**src/rtl/vol_sci_writer.sv**
```systemverilog
// Writes the volume word to the decoder's SCI_VOL register over SCI whenever it changes.
// Optional DREQ wait timeout is enabled by defining SCI_DREQ_TIMEOUT_EN.
module vol_sci_writer #(
    parameter int unsigned CLK_DIV     = 4,
    parameter logic [7:0]  SCI_ADDR    = 8'h0B,
    parameter int unsigned GAP_CYC     = 8,
    parameter int unsigned TIMEOUT_CYC = 1000000
) (
    input  logic        CLK,
    input  logic        RST_N,
    input  logic        EN,
    input  logic [15:0] VOL,
    input  logic        FORCE,
    input  logic        DREQ,
    output logic        XCS,
    output logic        SCLK,
    output logic        SI,
    output logic        BUSY,
    output logic        DONE,
    output logic        ERR
);

    typedef enum logic [2:0] {
        S_IDLE,
        S_WAIT_DREQ,
        S_SETUP,
        S_SHIFT_HI,
        S_SHIFT_LO,
        S_HOLD,
        S_GAP
    } state_t;

    state_t      r_state,       w_state_nxt;
    logic [31:0] r_shift,       w_shift_nxt;
    logic [31:0] r_cnt,         w_cnt_nxt;
    logic [4:0]  r_bit,         w_bit_nxt;
    logic [15:0] r_vol_latched, w_vol_latched_nxt;
    logic [15:0] r_sent_vol,    w_sent_vol_nxt;
    logic        r_xcs,         w_xcs_nxt;
    logic        r_sclk,        w_sclk_nxt;
    logic        r_si,          w_si_nxt;
    logic        r_busy,        w_busy_nxt;
    logic        r_done,        w_done_nxt;
    logic        r_err,         w_err_nxt;

    logic        w_trigger;
    logic        w_div_end;
    logic        w_gap_end;

    // sent_vol resets to an illegal volume so the first enable always writes
    assign w_trigger = EN && ((VOL != r_sent_vol) || FORCE);
    assign w_div_end = (r_cnt == CLK_DIV - 1);
    assign w_gap_end = (r_cnt == GAP_CYC - 1);

`ifndef SCI_DREQ_TIMEOUT_EN
    logic w_timeout_unused;
    assign w_timeout_unused = ^TIMEOUT_CYC;
`endif

    always_comb begin
        w_state_nxt       = r_state;
        w_shift_nxt       = r_shift;
        w_cnt_nxt         = r_cnt + 32'd1;
        w_bit_nxt         = r_bit;
        w_vol_latched_nxt = r_vol_latched;
        w_sent_vol_nxt    = r_sent_vol;
        w_xcs_nxt         = r_xcs;
        w_sclk_nxt        = r_sclk;
        w_si_nxt          = r_si;
        w_busy_nxt        = r_busy;
        w_done_nxt        = 1'b0;
        w_err_nxt         = r_err;

        case (r_state)
            S_IDLE: begin
                w_cnt_nxt = '0;
                if (w_trigger) begin
                    w_shift_nxt       = {8'h02, SCI_ADDR, VOL};
                    w_vol_latched_nxt = VOL;
                    w_busy_nxt        = 1'b1;
                    w_state_nxt       = S_WAIT_DREQ;
                end
            end
            S_WAIT_DREQ: begin
                if (DREQ) begin
                    w_xcs_nxt   = 1'b0;
                    w_si_nxt    = r_shift[31];
                    w_bit_nxt   = '0;
                    w_cnt_nxt   = '0;
                    w_state_nxt = S_SETUP;
                end
`ifdef SCI_DREQ_TIMEOUT_EN
                // Adopting the live VOL as sent stops an immediate retry loop
                else if (r_cnt == TIMEOUT_CYC - 1) begin
                    w_err_nxt      = 1'b1;
                    w_sent_vol_nxt = VOL;
                    w_busy_nxt     = 1'b0;
                    w_cnt_nxt      = '0;
                    w_state_nxt    = S_IDLE;
                end
`else
                else begin
                    w_cnt_nxt = '0;
                end
`endif
            end
            S_SETUP: begin
                if (w_div_end) begin
                    w_sclk_nxt  = 1'b1;
                    w_cnt_nxt   = '0;
                    w_state_nxt = S_SHIFT_HI;
                end
            end
            S_SHIFT_HI: begin
                if (w_div_end) begin
                    w_sclk_nxt = 1'b0;
                    w_cnt_nxt  = '0;
                    if (r_bit == 5'd31) begin
                        w_state_nxt = S_HOLD;
                    end else begin
                        w_shift_nxt = {r_shift[30:0], 1'b0};
                        w_si_nxt    = r_shift[30];
                        w_bit_nxt   = r_bit + 5'd1;
                        w_state_nxt = S_SHIFT_LO;
                    end
                end
            end
            S_SHIFT_LO: begin
                if (w_div_end) begin
                    w_sclk_nxt  = 1'b1;
                    w_cnt_nxt   = '0;
                    w_state_nxt = S_SHIFT_HI;
                end
            end
            S_HOLD: begin
                if (w_div_end) begin
                    w_xcs_nxt      = 1'b1;
                    w_si_nxt       = 1'b0;
                    w_sent_vol_nxt = r_vol_latched;
                    w_done_nxt     = 1'b1;
                    w_cnt_nxt      = '0;
                    w_state_nxt    = S_GAP;
                end
            end
            S_GAP: begin
                if (w_gap_end) begin
                    w_busy_nxt  = 1'b0;
                    w_cnt_nxt   = '0;
                    w_state_nxt = S_IDLE;
                end
            end
            default: begin
                w_cnt_nxt   = '0;
                w_state_nxt = S_IDLE;
            end
        endcase
    end

    always_ff @(posedge CLK or negedge RST_N) begin
        if (!RST_N) begin
            r_state       <= S_IDLE;
            r_shift       <= '0;
            r_cnt         <= '0;
            r_bit         <= '0;
            r_vol_latched <= '0;
            r_sent_vol    <= 16'hFFFF;
            r_xcs         <= 1'b1;
            r_sclk        <= 1'b0;
            r_si          <= 1'b0;
            r_busy        <= 1'b0;
            r_done        <= 1'b0;
            r_err         <= 1'b0;
        end else begin
            r_state       <= w_state_nxt;
            r_shift       <= w_shift_nxt;
            r_cnt         <= w_cnt_nxt;
            r_bit         <= w_bit_nxt;
            r_vol_latched <= w_vol_latched_nxt;
            r_sent_vol    <= w_sent_vol_nxt;
            r_xcs         <= w_xcs_nxt;
            r_sclk        <= w_sclk_nxt;
            r_si          <= w_si_nxt;
            r_busy        <= w_busy_nxt;
            r_done        <= w_done_nxt;
            r_err         <= w_err_nxt;
        end
    end

    assign XCS  = r_xcs;
    assign SCLK = r_sclk;
    assign SI   = r_si;
    assign BUSY = r_busy;
    assign DONE = r_done;
    assign ERR  = r_err;

endmodule

```
**config.mk**
```make
export PLATFORM = sky130hd
export DESIGN_NAME = vol_sci_writer
export DESIGN_NICKNAME = d
export VERILOG_FILES = /design/src/rtl/vol_sci_writer.sv
export SDC_FILE = /design/constraint.sdc
export NUM_CORES = 1
export LEC_CHECK = 0
export BUFFER_PORTS_ARGS = -buffer_cell sky130_fd_sc_hd__buf_2
export CORE_MARGIN = 8
export CORE_UTILIZATION = 61
export CTS_CLUSTER_DIAMETER = 60
export DETAILED_ROUTE_END_ITERATION = 8
export PLACE_DENSITY = 0.79
export SKIP_CTS_REPAIR_TIMING = 1
export SYNTH_ARGS = -nofsm -noshare
export SYNTH_HDL_FRONTEND = slang
export SYNTH_SLANG_ARGS = --single-unit
```
**constraint.sdc**
```tcl
create_clock -name CLK -period 2.9 [get_ports CLK]
set_clock_uncertainty 0.1 [all_clocks]
set_input_delay 0 -clock CLK [delete_from_list [all_inputs] [get_ports CLK]]
set_output_delay 0 -clock CLK [all_outputs]
set_load 0.005 [all_outputs]
```
==> impl_results.md <==
- Slew Limit Fails: 0
- Iter 0 DRT Violations: 217
- Period utilisation layout: 90.6%
- Worst path cell trace: nor4_2, nand4_2, or3_4, nand2_1, and3_2, buf_12, mux2_2
- Critical path type: reg2reg
- Area Growth Syn to Fin: 11.1%
- Flop2flop setup slack: 270 ps
- Avg Inst Size Synth: 9.78 µm²
- Fmax: 381 MHz
- CTS Buf Count: 9
- Seq/Total Area, Yosys: 49.9%
- Post-synthesis register bit count: 109
- Core box area: 8720 µm²
- Mapped Cells: 563
- Critical path arrival: 2780 ps
- Initial antenna violation count: 0
- Hold Path Class: in2async
- MaxCap Viol Count: 0
- WL/cell: 15.9 µm
- PD cells: 825 nW/µm²
- H-tree levels: 3
- Leakage power total: 2.81 nW
- Final Hold Fails: 0
- CTS clk-pin slew, worst paths: 110 ps
- Crit-path max cell delay: 480 ps
- Post-synth top cells: nand2_1 (137), dfrtp_1 (92), nor2_1 (62)
- Dpl cell area: 5760 µm²
- Top_reg_cell synth: dfrtp_1
- Post-Syn Area: 5510 µm²
- Die X: 111 µm
- Status: completed
- VDD IR max: 471 µV
- Pin count of the biggest net entering global routing: 45
- CTS root buf: clkbuf_8
- Total grt overflow: 0
- Site Rows: 34
- Required @ worst endpoint: 3050 ps
- Post-Place Cells: 688
- CP Capture Type: flop
- RSZ-0062 raised after global routing: no
- Pwr Total: 5.04 mW
- Synth unique cells: 45
- First-pass GRT wire length: 19300 µm
- Max_slew headroom: 45.2%
- Setup TNS: 0 ps
- N_diodes: 0
- Cell family with most CP delay: simple AND/OR/NAND/NOR gates
- Ys async rst share: 100%
- Synthesis Warnings: 0
- Synth area leaders: dfrtp_1 (42%), nand2_1 (9.3%), dfstp_2 (8.1%)
- Slew @ Worst Pin: 816 ps
- R2r startpoint: r_cnt[16]
- WL final: 11500 µm
- Final setup vio count: 0
- Vias: 4075
- Number of synthesized flops with an enable pin: 0
- Layout Nets: 634
- Worst R2R Path Depth: 7
- Crit start category: flop
- Number of global-route vias before repair: 4024
- # DRC: 0
- Tot GR Track Use: 18.6%
- Final min period: 2630 ps
- CTS tree: built
- Final instance area: 6120 µm²
- R2r endpoint: r_shift[1]
- DRT antenna net count: 0
- Post-synth top area share: 41.8%
- Layout cells sized above 1: 19.9%
- Clock latency at the later pin of the worst-skew pair: 360 ps
- Count leader, synth: nand2_1
- First-pass DRT Iterations: 5
- Slowest CP cell: or3_4
- CTS sink count: 109
- Die ar.: 12300 µm²
- Initial Util: 63.2%
- Die H: 111 µm
- GP Congestion: 0.855
- I/O pin count: 27
- Vias/cell: 5.64
- Clock buffer depth: 2
- Port Buffers: 25
- WP buf/inv: 1
- Synthesized Nets: 588
- Synth area leader: dfrtp_1
- CP max FO: 32
- Min Hold Slack: 57.2 ps
- Post-DP HPWL: 7700 µm
- Post-Layout Cell Count: 722
==> worst max-delay path by stage <==
stage | startpoint | to | slack (ps) | cells after the start
3_5_place_dp | r_cnt[16] | r_shift[1] | 310 | 7
4_1_cts | r_cnt[16] | r_shift[1] | 280 | 7
2_1_floorplan | r_cnt[25] | r_shift[10] | 600 | 8
6_report | r_cnt[16] | r_shift[1] | 270 | 7
5_1_grt | r_cnt[16] | r_shift[1] | 180 | 7
3_3_place_gp | r_cnt[16] | r_shift[1] | 370 | 7
==> where the power goes <==
part / internal, mW / total [mW] / leakage [nW] / switching (mW)
sequential: 1.98 / 2.29 / 1.36 / 0.303
combinational: 0.912 / 1.92 / 1.36 / 1.00
clock: 0.321 / 0.844 / 0.0886 / 0.523
total: 3.22 / 5.04 / 2.81 / 1.83
==> stage by stage <==
stage	utilization, %	worst slack [ps]
floorplan	-	598
global placement	66.1	372
detailed placement	66.1	312
CTS	68.1	280
global route	70.2	182
finish	70.2	273
==> final cells by class <==
type	instances	area, µm²
Clock buffer	10	128
Clock inverter	6	46.3
Fill cell	658	2600
Inverter	17	63.8
Multi-Input combinational cell	413	2560
Sequential cell	109	2750
Tap cell	108	135
Timing Repair Buffer	59	440
==> metal layers <==
layer / global-route usage [%] / part of all wire (%)
met2: 30.3 / 49
met3: 3.84 / 4.2
met4: 5.42 / 1.3
met1: 24.3 / 46
met5: 0 / 0
==> registers in the layout (all words and copies together), names as in the netlist <==
signal,count
SCLK,1
r_vol_latched,16
BUSY,1
XCS,1
r_shift,32
r_bit,5
r_cnt,32
r_sent_vol,16
r_state,3
SI,1
DONE,1
==> cell usage in the layout, fill, tap and decap left out, types with 13 or more instances in the layout <==
cell,count
nand2_1,137
dfrtp_1,92
nor2_1,61
xor2_1,24
buf_2,24
xnor2_1,23
nand3_1,22
mux2_2,19
dlygate4sd3_1,18
dfstp_2,17
inv_1,17
mux2_4,16
buf_4,16
o21ai_0,13
mux2i_1,13
==> cells by family after synthesis <==
group	synth area share, %
other	0.0681
XOR/XNOR	7.47
adder cells (fa/ha/maj)	0.909
AND/OR/NAND/NOR	23.2
multiplexers	10.6
buffers and inverters	3.82
AO/OA/AOI/OAI	4.00
flip-flops	49.9
No activity file was read; power rests on OpenSTA's default activity.
